### config.mk
export PLATFORM = sky130hd
export DESIGN_NAME = mem_arbiter
export DESIGN_NICKNAME = d
export VERILOG_FILES = /design/src/rtl/mem_arbiter.sv
export SDC_FILE = /design/constraint.sdc
export NUM_CORES = 1
export LEC_CHECK = 0
export CAP_MARGIN = 25
export CORE_MARGIN = 4
export CORE_UTILIZATION = 46
export DETAILED_ROUTE_END_ITERATION = 12
export PLACE_DENSITY_LB_ADDON = 0.08
export SYNTH_ARGS = -nofsm -noshare
export SYNTH_HDL_FRONTEND = slang
export SYNTH_SLANG_ARGS = --single-unit
### constraint.sdc
create_clock -name clock -period 2.9 [get_ports clock]
set_input_delay 0.58 -clock clock [delete_from_list [all_inputs] [get_ports clock]]
set_output_delay 0.58 -clock clock [all_outputs]
set_load 0.01 [all_outputs]
### src/rtl/mem_arbiter.sv
// rtl/mem_arbiter.sv - IFU/LSU arbiter sharing one memory port, one transaction at a time
// Round-robin or fixed-LSU-priority grant; the response wait is guarded by a saturating timeout.
module mem_arbiter #(
  parameter int PRIORITY = 0,
  parameter int TIMEOUT  = 255
) (
  input  logic        clock,
  input  logic        reset,
  input  logic        ifu_reqValid,
  input  logic [31:0] ifu_addr,
  output logic        ifu_respValid,
  output logic [31:0] ifu_rdata,
  output logic        ifu_err,
  input  logic        lsu_reqValid,
  input  logic [31:0] lsu_addr,
  input  logic        lsu_wen,
  input  logic [31:0] lsu_wdata,
  input  logic [3:0]  lsu_wmask,
  output logic        lsu_respValid,
  output logic [31:0] lsu_rdata,
  output logic        lsu_err,
  output logic        mem_reqValid,
  input  logic        mem_reqReady,
  output logic [31:0] mem_addr,
  output logic        mem_wen,
  output logic [31:0] mem_wdata,
  output logic [3:0]  mem_wmask,
  input  logic        mem_respValid,
  input  logic [31:0] mem_rdata,
  input  logic        mem_err,
  output logic        busy
);
  localparam int CW = (TIMEOUT > 0) ? $clog2(TIMEOUT + 1) : 1;

  typedef enum logic [1:0] {IDLE, ISSUE, WAIT, DRAIN} state_t;

  state_t        state;
  logic          last_lsu;
  logic          grant_lsu;
  logic [CW-1:0] cnt;

  logic          ifu_cand;
  logic          lsu_cand;
  logic          pick_lsu;
  logic [CW:0]   cnt_inc;
  logic          expired;
  logic          finish;
  logic [31:0]   rsp_rdata;
  logic          rsp_err;

  // A requester still showing its response pulse is finishing, not asking again.
  assign ifu_cand = ifu_reqValid && !ifu_respValid;
  assign lsu_cand = lsu_reqValid && !lsu_respValid;
  assign pick_lsu = lsu_cand && (!ifu_cand || (PRIORITY != 0) || !last_lsu);

  assign cnt_inc = {1'b0, cnt} + (CW + 1)'(1);
  assign expired = (TIMEOUT != 0) && (int'(cnt_inc) == TIMEOUT);
  assign finish  = mem_respValid || expired;

  // A real response takes precedence over a timeout landing in the same cycle.
  assign rsp_rdata = mem_respValid ? mem_rdata : 32'h0;
  assign rsp_err   = mem_respValid ? mem_err   : 1'b1;

  assign busy = (state != IDLE);

  always_ff @(posedge clock or negedge reset) begin
    if (!reset) begin
      state         <= IDLE;
      last_lsu      <= 1'b0;
      grant_lsu     <= 1'b0;
      cnt           <= '0;
      mem_reqValid  <= 1'b0;
      mem_addr      <= 32'h0;
      mem_wen       <= 1'b0;
      mem_wdata     <= 32'h0;
      mem_wmask     <= 4'h0;
      ifu_respValid <= 1'b0;
      ifu_rdata     <= 32'h0;
      ifu_err       <= 1'b0;
      lsu_respValid <= 1'b0;
      lsu_rdata     <= 32'h0;
      lsu_err       <= 1'b0;
    end else begin
      ifu_respValid <= 1'b0;
      lsu_respValid <= 1'b0;
      case (state)
        IDLE: begin
          if (ifu_cand || lsu_cand) begin
            grant_lsu    <= pick_lsu;
            last_lsu     <= pick_lsu;
            mem_reqValid <= 1'b1;
            state        <= ISSUE;
            if (pick_lsu) begin
              mem_addr  <= lsu_addr;
              mem_wen   <= lsu_wen;
              mem_wdata <= lsu_wdata;
              mem_wmask <= lsu_wen ? lsu_wmask : 4'h0;
            end else begin
              mem_addr  <= ifu_addr;
              mem_wen   <= 1'b0;
              mem_wdata <= 32'h0;
              mem_wmask <= 4'h0;
            end
          end
        end
        ISSUE: begin
          if (mem_reqReady) begin
            mem_reqValid <= 1'b0;
            cnt          <= '0;
            state        <= WAIT;
          end
        end
        WAIT: begin
          if (cnt != '1) cnt <= cnt + CW'(1);
          if (finish) begin
            state <= mem_respValid ? IDLE : DRAIN;
            if (grant_lsu) begin
              lsu_respValid <= 1'b1;
              lsu_rdata     <= rsp_rdata;
              lsu_err       <= rsp_err;
            end else begin
              ifu_respValid <= 1'b1;
              ifu_rdata     <= rsp_rdata;
              ifu_err       <= rsp_err;
            end
          end
        end
        DRAIN: begin
          if (mem_respValid) state <= IDLE;
        end
        default: state <= IDLE;
      endcase
    end
  end

endmodule

==> results of run 1 <==
-- worst min path at each step --
stage / from / to / slack [ps] / cells past startpoint
after floorplan: reset / cnt[0]$_DFFE_PN0P_ / 280 / 0
after CTS: reset / ifu_rdata[7]$_DFFE_PN0P_ / 150 / 1
after detailed placement: mem_wmask[2]$_DFFE_PN0P_ / mem_wmask[2]$_DFFE_PN0P_ / 480 / 2
final: reset / ifu_rdata[5]$_DFFE_PN0P_ / 130 / 1
after global routing: reset / ifu_rdata[7]$_DFFE_PN0P_ / 170 / 1
after global placement: mem_wmask[1]$_DFFE_PN0P_ / mem_wmask[1]$_DFFE_PN0P_ / 480 / 2
-- metal layers --
layer | share of wire | global-route usage | up-vias
met3 | 0.092 | 0.0905 | 30
met1 | 0.40 | 0.308 | 2861
met5 | 0 | 0 | -
met2 | 0.48 | 0.407 | 231
met4 | 0.025 | 0.0815 | 0
li1 | - | - | 2865
-- state kept, by name, summed over array words and instances, names as in the netlist, 2 cells and up --
register	cells
ifu_rdata	32
lsu_rdata	32
mem_addr	32
mem_wdata	32
cnt	8
mem_wmask	4
state	2
-- worst max-delay path: stages, from the launching register on --
cell and delay (ps):
dfrtp_1 480, or2_1 230, clkdlybuf4s50_1 620
-- placed cells by master (no fill, tap or decap), types with 4 or more instances in the layout --
cell	Yosys	final
a21o_1	4	4
buf_4	2	10
nand2_1	112	112
nand2b_1	4	4
dfrtp_1	149	149
o21ai_0	11	11
a21oi_1	75	73
inv_1	5	5
clkbuf_8	0	4
nor2_1	101	101
clkbuf_16	0	17
a21bo_1	27	27
clkdlybuf4s50_1	0	277
a22o_1	32	32
a21bo_2	37	37
nand3_1	10	10
buf_12	0	4
a31oi_1	34	34
bufinv_16	0	4
-- area by class of cell --
type                    instances  area (um2)
clock inverters                 8         146
clock buffers                  23         488
well taps                     180         225
multi-input cells             474        2710
fillers                      1011        3790
inverters                       5        18.8
repair buffers                292        2940
flip-flops and latches        149        3730
-- stage by stage --
step,util,power [W],std cells,setup WS [ps]
after detailed placement,0.685,0.00760,1100,624
after floorplan,-,0.00545,678,1170
final,0.730,0.00990,1131,575
after global placement,0.685,0.00745,1100,683
after CTS,0.730,0.0100,1131,542
after global routing,0.730,0.0105,1131,439
-- cells by family after synthesis --
group / Yosys count
adders and majority gates: 2
AOI/OAI and AO/OA: 228
and+or+nand+nor: 242
xor gates and xnor gates: 2
buffers and inverters: 55
DFF: 149
-- power by group through the flow --
stage               clock network [W]  registers (W)  logic, W
finish                        0.00235        0.00341   0.00415
global route                  0.00248        0.00352   0.00451
CTS                           0.00239        0.00341   0.00420
detailed placement                  0        0.00343   0.00418
global placement                    0        0.00338   0.00407
floorplan                           0        0.00365   0.00180
==> results.md, run 1 <==
- Cell taking the most area after synthesis: dfrtp_1
- Via/cell ratio: 5.29
- Sequential power share: 0.344
- Die Span X: 129 um
- Worst slew pin tran: 656 ps
- Sequential fraction of the synthesis area: 0.558
- R2R setup slack: 720 ps
- Gr usage total: 0.249
- Clock-pin slew on the worst setup and hold paths: 60 ps
- Final period utilization: 0.802
- Initial antenna violation count: 0
- Max Fclk: 430 MHz
- DRT Pass-1 Iters: 4
- Setup CP Type: flip-flop to output pin
- Max Buffers Root-to-Sink: 2
- Largest net degree at the start of global routing: 68
- Internal: 0.00668 W
- Top-Level Pins: 279
- CTS Hold Bufs: 0
- Critical path peak fanout: 9
- Layout area overhead: 53.4%
- PD cells: 966 nW/um2
- Hold Slack: 134 ps
- Die Y: 129 um
- # diodes: 0
- CTS tree: built
- Fin. Hold Viols: 0
- Comb power frac: 0.419
- Fraction of registers with async set or reset after synthesis: 1.00
- Routed WL per cell: 18.1 um
- Post-synthesis compound-gate area fraction: 0.249
- Placed cell area: 9620 um2
- Worst-Skew Late Latency: 420 ps
- Crit start category: flip-flop
- TritonCTS Buffers: 17
- Pleak: 4.24 nW
- Syn_nets: 820
- RSZ-0062 raised after global routing: no
- Vias: 5,987
- Gp weighted congestion: 0.852
- Tmin final: 2320 ps
- Mux share of post-synthesis cell area: 0
- Crit path launch: state[0]$_DFFE_PN0P_
- Most common flop cell mapped by yosys: dfrtp_1
- CP arrival: 1740 ps
- Top cell type's share of synthesized area: 0.558
- Fin area: 10,300 um2
- EDFF count, synth: 0
- Commonest cells post-synth: dfrtp_1 (149), nand2_1 (112), nor2_1 (101)
- Xor/xnor share of the synthesized area: 0.00262
- Layout cell share with drive strength beyond 1: 0.0925
- DPL Wire Length: 14.8 mm
- R2R depth: 6
- Status: completed
- DIE AREA: 16,500 um2
- Slew HR: 0.562
- Wirelength, routed: 20.4 mm
- First-pass GRT wire length: 32.4 mm
- Final setup violation count: 0
- Top post-synthesis cells by area: dfrtp_1 (56%), nand2_1 (6.3%), nor2_1 (5.7%), a21oi_1 (5.6%), a21bo_2 (5.5%)
- Cell with the most instances after synthesis: dfrtp_1
- Crit path required time: 2320 ps
- Power share of the clock group: 0.237
- Seq cells post-synth: 149
- H-tree depth: 4
- Reg2reg start: cnt[0]$_DFFE_PN0P_
- Vias in the first global route: 6,171
- Post-detailed-route DRC marker count: 0
- Ys Warns: 0
- Largest family of logic cells by synthesized area: compound AO/OA/AOI/OAI gates
- Post-synthesis adder-cell area fraction: 0.00375
- CORE AREA: 14,000 um2
- Setup TNS: 0 ps
- Post-Syn Area: 6680 um2
- Switching share of power: 0.326
- Detailed Route Iter0 Violations: 309
- Hold Crit Class: input pin to asynchronous set/reset pin
- I/O Buffers: 278
- Post-Synth Simple-Gate Area: 0.147
- Post-CTS Setup Repair Bufs: 0
- Clock skew: 6.99 ps
- NetSw: 0.00322 W
- Initial Utilization: 0.476
- Overflow after GRT: 0
- Post-Syn Instances: 678
- Yosys cell types: 38
- Max Cap Viol: 0
- Slew Limit Fails: 0
- FF-to-FF End: lsu_rdata[17]$_DFFE_PN0P_
- Clock sink count: 149
- Row count: 43
- Critical Path End: busy
- Worst VDD drop: 0.505 mV
- CP endpoint kind: output pin
- Clock root buffer: clkbuf_16
- Post-route ant nets: 0
- Number of gates resized after cts: 0
- Synthesized area per cell: 9.85 um2
- Final #Nets: 1,081
(Power assumes the default switching activity.)
==> run 2, diff against run 1 <==
--- a/config.mk
+++ b/config.mk
@@ -7,7 +7,7 @@
 export LEC_CHECK = 0
 export CAP_MARGIN = 25
 export CORE_MARGIN = 4
-export CORE_UTILIZATION = 46
+export CORE_UTILIZATION = 39
 export DETAILED_ROUTE_END_ITERATION = 12
 export PLACE_DENSITY_LB_ADDON = 0.08
 export SYNTH_ARGS = -nofsm -noshare
==> constraint.sdc (replaced) <==
create_clock -name clock -period 2 [get_ports clock]
set_input_delay 0.4 -clock clock [delete_from_list [all_inputs] [get_ports clock]]
set_output_delay 0.4 -clock clock [all_outputs]
set_load 0.01 [all_outputs]
==> results.md, run 2 (synthesis results as in run 1) <==
- Worst slack at placement: -155 ps (-778 ps)
- Vias: 5,978 (-0.15%)
- Global Route met1 Usage: 0.267 (-0.0409)
- Worst slew pin tran: 555 ps (-101 ps)
- Worst-Skew Late Latency: 410 ps (about the same)
- Sequential power share: 0.345 (about the same)
- Row count: 47 (+9.3%)
- Critical path peak fanout: 2 (-7)
- Worst VDD drop: 0.740 mV (+46%)
- PD cells: 1360 nW/um2 (+41%)
- Delay-heaviest family, CP: buffers and inverters
- Critical Path Max Stage Delay: 370 ps (-250 ps)
- Slew Limit Fails: 0 (unchanged)
- Clock sink count: 149 (unchanged)
- Detailed Route Iter0 Violations: 277 (-10%)
- Die Span X: 139 um (+8.1%)
- Comb power frac: 0.445 (+0.026)
- Final period utilization: 0.944
- Top-Level Pins: 279 (unchanged)
- GRT Max-Usage Layer: met2
- Layout cell share with drive strength beyond 1: 0.103 (+0.0105)
- Max Cap Viol: 0 (unchanged)
- TritonCTS Buffers: 17 (unchanged)
- CORE AREA: 16,700 um2 (+19%)
- CP arrival: 1490 ps (-250 ps)
- Initial Utilization: 0.400 (-0.0757)
- Fin. Hold Viols: 0 (unchanged)
- Overflow after GRT: 0 (unchanged)
- PnR worst setup slack: 112 ps (-463 ps)
- Die Y: 139 um (+8.1%)
- Clock root buffer: clkbuf_16
- Status: completed
- Gr usage total: 0.210 (-0.0390)
- Slew HR: 0.630 (+0.0680)
- H-tree depth: 4 (unchanged)
- Wirelength, routed: 20.2 mm (-0.92%)
- CP endpoint kind: output pin
- Routed WL per cell: 17.1 um (-5.1%)
- Hold Slack: 473 ps (+339 ps)
- Final setup violation count: 0 (unchanged)
- Buf/Inv on CP: 2 (+1)
- Layout Cells excl Fill: 1,181 (+4.4%)
- I/O Buffers: 278 (unchanged)
- Tmin final: 1890 ps
- CTS tree: built
- Hold Crit Class: input pin to asynchronous set/reset pin
- Largest net degree at the start of global routing: 68 (unchanged)
- Pleak: 4.26 nW (+0.52%)
- Post-route ant nets: 0 (unchanged)
- Gp weighted congestion: 0.846 (-0.75%)
- Most frequent cells in the layout: clkdlybuf4s50_1 (276), dfrtp_1 (149), nand2_1 (112), nor2_1 (101), a21oi_1 (73)
- Initial antenna violation count: 0 (unchanged)
- Max Buffers Root-to-Sink: 2 (unchanged)
- RSZ-0062 raised after global routing: no
- NetSw: 0.00485 W (+50%)
- Met2 Use GR: 0.334 (-0.0728)
- Crit start category: flip-flop
- Final #Nets: 1,090 (+0.83%)
- Internal: 0.00930 W (+39%)
- Switching share of power: 0.343 (+0.0170)
- Clock skew: 9.04 ps (+2.05 ps)
- Max Fclk: 530 MHz
- # diodes: 0 (unchanged)
- Commonest non-fill, non-tap cell in the layout: clkdlybuf4s50_1
- DIE AREA: 19,300 um2 (+17%)
- Via/cell ratio: 5.06 (-4.4%)
- Placed insts: 1,148 (+4.4%)
- CP Cell Sequence: or2_1 > buf_4 > dlygate4sd2_1
- Power share of the clock group: 0.209 (-0.028)
- Clock-pin slew on the worst setup and hold paths: 70 ps (about the same)
- Crit path required time: 1600 ps (-720 ps)
- Total Power: 0.0141 W (+43%)
- Post-layout util: 0.622 (-0.108)
- Vias in the first global route: 5,983 (-3.0%)
- Slowest-stage cell, CP: dfrtp_1
- Post-detailed-route DRC marker count: 0 (unchanged)
- Global routing met3 resource utilization: 0.0745 (-0.0160)
- Setup CP Type: flip-flop to output pin
- DRT Pass-1 Iters: 4 (unchanged)
- DPL Wire Length: 14.6 mm (-1.5%)
- First-pass GRT wire length: 32.8 mm (+1.2%)
- Layout area overhead: 55.5%
run 2: cell count changes in the layout (fill, tap and decap cells not counted), moves of 2 or more:
cell        change
clkbuf_1        -2
bufinv_16       -4
clkbuf_8        -4
clkinvlp_4      +5
inv_6           +5
buf_12          +7
run 2: worst paths after layout:
check | depth (start not counted) | from | slack (ps) | end
min reg2reg | 2 | mem_wen$_DFFE_PN0P_ | 490 | mem_wen$_DFFE_PN0P_
min in group clock | 2 | mem_wen$_DFFE_PN0P_ | 490 | mem_wen$_DFFE_PN0P_
min | 2 | reset | 470 | lsu_rdata[1]$_DFFE_PN0P_
max in group asynchronous | 3 | reset | 820 | ifu_rdata[11]$_DFFE_PN0P_
max | 3 | state[1]$_DFFE_PN0P_ | 110 | busy
max reg2reg | 6 | cnt[0]$_DFFE_PN0P_ | 210 | lsu_rdata[18]$_DFFE_PN0P_
run 2: power groups by stage:
stage	combinational, W	sequential (W)	clock (W)
2_1_floorplan	0.00261	0.00530	0
4_1_cts	0.00640	0.00489	0.00304
3_5_place_dp	0.00639	0.00492	0
5_1_grt	0.00687	0.00504	0.00319
6_report	0.00630	0.00489	0.00296
3_3_place_gp	0.00622	0.00486	0
run 2: per-stage QoR:
| step | TNS (ps) | area, um2 |
|---|---|---|
| after floorplan | 0 | 6680 |
| after CTS | 0 | 10400 |
| final | 0 | 10400 |
| after global routing | 0 | 10400 |
| after global placement | -15880 | 9810 |
| after detailed placement | -3440 | 9840 |
run 2: layout make-up:
type | count | area, um2
repair buffers | 301 | 3120
fillers | 1394 | 6310
clock inverters | 15 | 123
inverters | 5 | 18.8
multi-input cells | 474 | 2710
flip-flops and latches | 149 | 3730
well taps | 220 | 275
clock buffers | 17 | 425
run 2: layer usage:
layer	up-vias	routed length [um]	share of wire
li1	2884	-	-
met1	2839	8530	0.42
met2	228	9490	0.47
met3	27	1780	0.088
met4	0	436	0.022
met5	-	0	0
run 2: timing repair:
action	in CTS	in global routing
endpoints found under the setup margin	1	0
buffers inserted	0	0
gates resized for setup	1	0
hold buffers	1	0
endpoints found under the hold margin	40	0
==> run 3, diff against run 2 <==
--- a/config.mk
+++ b/config.mk
@@ -5,11 +5,12 @@
 export SDC_FILE = /design/constraint.sdc
 export NUM_CORES = 1
 export LEC_CHECK = 0
+export ABC_AREA = 1
 export CAP_MARGIN = 25
 export CORE_MARGIN = 4
-export CORE_UTILIZATION = 39
+export CORE_UTILIZATION = 25
 export DETAILED_ROUTE_END_ITERATION = 12
-export PLACE_DENSITY_LB_ADDON = 0.08
+export PLACE_DENSITY = 0.56
 export SYNTH_ARGS = -nofsm -noshare
 export SYNTH_HDL_FRONTEND = slang
 export SYNTH_SLANG_ARGS = --single-unit
==> results.md, run 3 <==
- CORE AREA: 24,500 um2 (+47%)
- Final #Nets: 1,092 (+0.18%)
- Slew Limit Fails: 0 (unchanged)
- Setup TNS: 0 ps (unchanged)
- R2R depth: 12 (+6)
- Die Y: 166 um (+20%)
- Max Fclk: 543 MHz (+2.4%)
- Crit path required time: 1600 ps (about the same)
- Total Power: 0.0153 W (+7.9%)
- Initial antenna violation count: 1 (+1)
- Syn_nets: 812 (-0.98%)
- Critical Path Max Stage Delay: 600 ps (+230 ps)
- Synthesized area per cell: 9.36 um2 (-5.0%)
- Post-route ant nets: 0 (unchanged)
- Tmin final: 1840 ps (-45.1 ps)
- Slew HR: 0.661 (+0.0316)
- H-tree depth: 4 (unchanged)
- Max Cap Viol: 0 (unchanged)
- Initial Utilization: 0.256 (-0.144)
- Buf/Inv on CP: 1 (-1)
- Pleak: 4.57 nW (+7.4%)
- TritonCTS Buffers: 17 (unchanged)
- Top-Level Pins: 279 (unchanged)
- FF-to-FF End: lsu_rdata[25]$_DFFE_PN0P_
- Post-Syn Area: 6270 um2 (-6.1%)
- Seq cells post-synth: 149 (unchanged)
- R2R setup slack: 210 ps (about the same)
- Worst slew pin tran: 505 ps (-50.3 ps)
- Commonest non-fill, non-tap cell in the layout: clkdlybuf4s50_1
- Routed WL per cell: 16.8 um (-1.8%)
- Hold Path End: state[0]$_DFFE_PN0P_
- FF+latch area: 3730 um2 (unchanged)
- Clock skew: 15.5 ps (+6.42 ps)
- Gr usage total: 0.153 (-0.0563)
- First-pass GRT wire length: 34.4 mm (+4.8%)
- Clock-pin slew on the worst setup and hold paths: 70 ps (about the same)
- CP endpoint kind: output pin
- Fraction of registers with async set or reset after synthesis: 1.00 (unchanged)
- DIE AREA: 27,700 um2 (+44%)
- RSZ-0062 raised after global routing: no
- CP Cell Sequence: clkdlybuf4s50_1
- Clock root buffer: clkbuf_16
- Overflow after GRT: 0 (unchanged)
- Setup CP Type: flip-flop to output pin
- Cell taking the most area after synthesis: dfrtp_1
- PD cells: 1490 nW/um2 (+9.6%)
- Status: completed
- Yosys cell types: 27 (-29%)
- Worst Hold Path Cells: 4
- Layout fillers: 2,459 (+76%)
- EDFF count, synth: 0 (unchanged)
- Cell with the most instances after synthesis: nand2_1
- Sequential fraction of the synthesis area: 0.594 (+0.0363)
- # diodes: 0 (unchanged)
- Row count: 57 (+21%)
- Delay-heaviest family, CP: buffers and inverters
- Largest net degree at the start of global routing: 52 (-24%)
- Slowest-stage cell, CP: clkdlybuf4s50_1
- Reg2reg start: cnt[0]$_DFFE_PN0P_
- Clock sink count: 149 (unchanged)
- Final setup violation count: 0 (unchanged)
- Detailed Route Iter0 Violations: 361 (+30%)
- Fin. Hold Viols: 0 (unchanged)
- CP arrival: 1440 ps (-50 ps)
- Vias in the first global route: 5,991 (+0.13%)
- DRT Pass-1 Iters: 4 (unchanged)
- Most common flop cell mapped by yosys: dfrtp_1
- Critical path peak fanout: 3 (+1)
- Layout area overhead: 63.0%
- Crit start category: flip-flop
- Layout cell share with drive strength beyond 1: 0.0820 (-0.0210)
- Hold Path Origin: mem_respValid
- CTS tree: built
- I/O Buffers: 278 (unchanged)
- Worst-Skew Late Latency: 430 ps (+20 ps)
- Top post-synthesis cells by area: dfrtp_1 (59%), nand2_1 (12%), nand4_1 (6.7%), a21oi_1 (5.2%), a22o_1 (4.6%)
- Via/cell ratio: 4.56 (-9.9%)
- Post-layout util: 0.417 (-0.205)
- DPL Wire Length: 15.2 mm (+4.5%)
- Post-Syn Instances: 670 (-1.2%)
- Worst VDD drop: 0.501 mV (-32%)
- Hold Crit Class: input pin to flip-flop
- Gp weighted congestion: 0.773 (-8.6%)
- Post-CTS Setup Repair Bufs: 0 (unchanged)
- Final period utilization: 0.921 (-0.0226)
- Most frequent cells in the layout: clkdlybuf4s50_1 (275), nand2_1 (202), dfrtp_1 (149), nand4_1 (67), a21oi_1 (65)
- Ys Warns: 0 (unchanged)
- Commonest cells post-synth: nand2_1 (203), dfrtp_1 (149), nand4_1 (67)
- Die Span X: 166 um (+20%)
- Vias: 5,867 (-1.9%)
- Wirelength, routed: 21.6 mm (+7.0%)
- Top cell type's share of synthesized area: 0.594 (+0.0363)
- Multi-input gate area: 2240 um2 (-17%)
- Max Buffers Root-to-Sink: 2 (unchanged)
- Post-detailed-route DRC marker count: 0 (unchanged)
==> run 3: changes by cell type after synthesis, moves of 13 or more <==
cell,delta
inv_1,+18
a31oi_1,-34
buf_2,-13
nand4_1,+66
a21bo_1,-27
nand2_1,+91
nor2_1,-59
a21bo_2,-37
==> run 3: report_power, final <==
group          internal [W]  switching, W  total (W)
clock               0.00170       0.00160    0.00330
combinational       0.00350       0.00340    0.00690
sequential          0.00430      0.000764    0.00506
total               0.00950       0.00577     0.0153
==> run 3: layout make-up <==
cell class	count	area share
Tap cell	324	0.0396
Multi-Input combinational cell	449	0.219
Clock buffer	17	0.0416
Sequential cell	149	0.365
Inverter	25	0.00917
Clock inverter	15	0.0185
Timing Repair Buffer	308	0.307
==> run 3: cell families (layout without fill, tap and decap cells) <==
family | after synthesis | after routing | share of synthesized area
fa+ha+maj | 2 | 2 | 0.00399
flops | 149 | 149 | 0.594
xor+xnor | 1 | 1 | 0.00140
simple gates | 331 | 331 | 0.235
compound gates | 115 | 115 | 0.113
buf+inv | 72 | 365 | 0.0517
==> run 3: timing repair <==
| action | in CTS | in global routing |
|---|---|---|
| cloned | 0 | 0 |
| setup endpoints to repair | 1 | 64 |
| resized for setup | 2 | 2 |
| endpoints found under the hold margin | 34 | 0 |
| hold buffers | 1 | 0 |
==> run 3: stage by stage <==
stage                     setup slack, ps  hold WS, ps  cell area, um2  std cells
after floorplan                       328          104            6270        670
after global placement              -6.68          333            9600       1254
after detailed placement             -109          335            9600       1254
after CTS                            98.2          394           10200       1287
after global routing                 31.7          450           10200       1287
final                                 157          409           10200       1287
==> run 3: how the worst max path moves through the flow <==
stage | startpoint | endpoint | slack [ps] | cells past startpoint
after floorplan | cnt[0]$_DFFE_PN0P_ | lsu_rdata[10]$_DFFE_PN0P_ | 330 | 12
after global placement | lsu_reqValid | mem_addr[7]$_DFFE_PN0P_ | -7 | 8
after detailed placement | lsu_reqValid | mem_addr[8]$_DFFE_PN0P_ | -110 | 8
after CTS | ifu_respValid$_DFF_PN0_ | ifu_respValid | 100 | 1
after global routing | cnt[0]$_DFFE_PN0P_ | lsu_rdata[21]$_DFFE_PN0P_ | 30 | 13
final | ifu_respValid$_DFF_PN0_ | ifu_respValid | 160 | 1
==> run 3: metal layers <==
| metal | global-route usage | vias up | routed length, um |
|---|---|---|---|
| met5 | 0 | - | 13 |
| met4 | 0.0406 | 2 | 217 |
| met3 | 0.0638 | 16 | 2130 |
| met2 | 0.232 | 246 | 9490 |
| met1 | 0.204 | 2756 | 9790 |
| li1 | - | 2847 | - |
==> patch: new RTL, flow settings as in run 1 <==
The 4 states of `state_t` get a one-hot encoding in 4 bits.
--- a/src/rtl/mem_arbiter.sv
+++ b/src/rtl/mem_arbiter.sv
@@ -32,7 +32,7 @@
 );
   localparam int CW = (TIMEOUT > 0) ? $clog2(TIMEOUT + 1) : 1;
 
-  typedef enum logic [1:0] {IDLE, ISSUE, WAIT, DRAIN} state_t;
+  typedef enum logic [3:0] {IDLE = 4'b0001, ISSUE = 4'b0010, WAIT = 4'b0100, DRAIN = 4'b1000} state_t;
 
   state_t        state;
   logic          last_lsu;
Formal check against the unedited RTL: same outputs for any inputs over 4 cycles, from zero or initial values and one cycle with reset low; so few cycles prove little.
==> patch against run 1 <==
  * Critical path depth did not move
  * Core utilization decreased by 0.56 points
  * Clock power shrank 5%
  * Register-to-register slack improved by 30 ps
  * Synthesized area decreased by 2.4%
  * Clock skew grew 1.5 ps
  * Sequential cell count grew 2
  * Highest routed layer unchanged
  * Cell count is 6.4% lower
  * Power fell by 17%
  * Design area down 1.9%
  * Wire length decreased by 2.4%
  * Worst setup slack worse by 310 ps
==> patch: results (changes against run 1) <==
Synth
  • Synth top area share: 0.576 (+0.0178)
  • Synth Register Bits: 151 (+1.3%)
  • Area contributors post-synth: dfrtp_1 (58%), a22oi_1 (7.4%), o21ai_0 (7.2%)
  • Commonest cells in the netlist: dfrtp_1 (150), o21ai_0 (94), inv_1 (66)
  • Synthesized Nets: 740 (-9.8%)
  • Seq/Total Area, Yosys: 0.580 (+0.0218)
  • Synth cell types: 39 (+2.6%)
  • Synthesized instance count: 598 (-12%)

Status
  • Status: finished, final reports clean

Placement
  • Place WS: 442 ps (-182 ps)
  • Dpl cell area: 0.00945 sq mm (-1.7%)
  • DP HPWL: 14500 um (-1.9%)

Layout
  • Multi-input combinational cell area: 0.00227 sq mm (-16%)
  • Finished Layout Cells: 1059 (-6.4%)
  • Layout cell share with drive strength beyond 1: 0.0614 (-0.0311)
  • Fill cells: 1025 (+1.4%)
  • Fin nets: 1009 (-6.7%)

Timing
  • Worst-Margin Slew: 701 ps (+44.7 ps)
  • Hold Slack: 94.3 ps (-39.8 ps)

Power
  • Internal Power: 5700 uW (-15%)
  • Leakage: 0.00479 uW (+13%)

GRT
  • Largest net degree at the start of global routing: 77 (+13%)
  • First-pass GRT wire length: 31700 um (-2.4%)
  • Vias in the first global route: 5826 (-5.6%)

Setup path
  • Reg-to-reg critical path endpoint: mem_wdata[28]
  • Worst R2R Setup Slack: 750 ps (+30 ps)
  • R2R Path Start: state[0]
  • FF-to-FF path depth: 4 (-2)

Route
  • Routed length per instance: 18.8 um (+4.2%)
-- patch: area by class of cell --
type | count | share of cell area
clock buffers | 20 | 0.0454
clock inverters | 11 | 0.0148
inverters | 66 | 0.0246
multi-input cells | 339 | 0.226
flip-flops and latches | 151 | 0.376
well taps | 180 | 0.0224
repair buffers | 292 | 0.291
-- patch: how the worst max path moves through the flow --
stage,to,startpoint,slack [ps],cells past startpoint
2_1_floorplan,mem_wdata[10],state[0],930,6
3_3_place_gp,mem_wmask[2],lsu_reqValid,470,6
3_5_place_dp,mem_wmask[1],lsu_reqValid,440,6
4_1_cts,busy,state[0],240,2
5_1_grt,busy,state[0],210,2
6_report,busy,state[0],270,2
-- patch: critical path, stage by stage (launching register included) --
cell and delay, ps:
dfstp_2 630, or4b_4 510, clkdlybuf4s50_1 510
-- patch: power by group through the flow --
stage / Sequential (uW) / Clock (uW) / Combinational [uW]
after floorplan: 3290 / 0 / 1130
after global placement: 3080 / 0 / 2840
after global routing: 3150 / 2380 / 3130
final: 3080 / 2240 / 2890
after detailed placement: 3110 / 0 / 2920
after CTS: 3080 / 2280 / 2930
-- patch: metal layers --
metal | wire length [um] | track usage
met1 | 8180 | 0.311
met2 | 9680 | 0.408
met4 | 473 | 0.0858
met3 | 1600 | 0.0753
met5 | 0 | 0
-- patch: cells by family after synthesis --
logic type / Yosys count / synth area share
muxes: 34 / 0.0522
AOI/OAI and AO/OA: 225 / 0.228
adders and majority gates: 2 / 0.00384
DFF: 151 / 0.580
xor gates and xnor gates: 5 / 0.00672
and+or+nand+nor: 73 / 0.0566
buffers and inverters: 108 / 0.0729
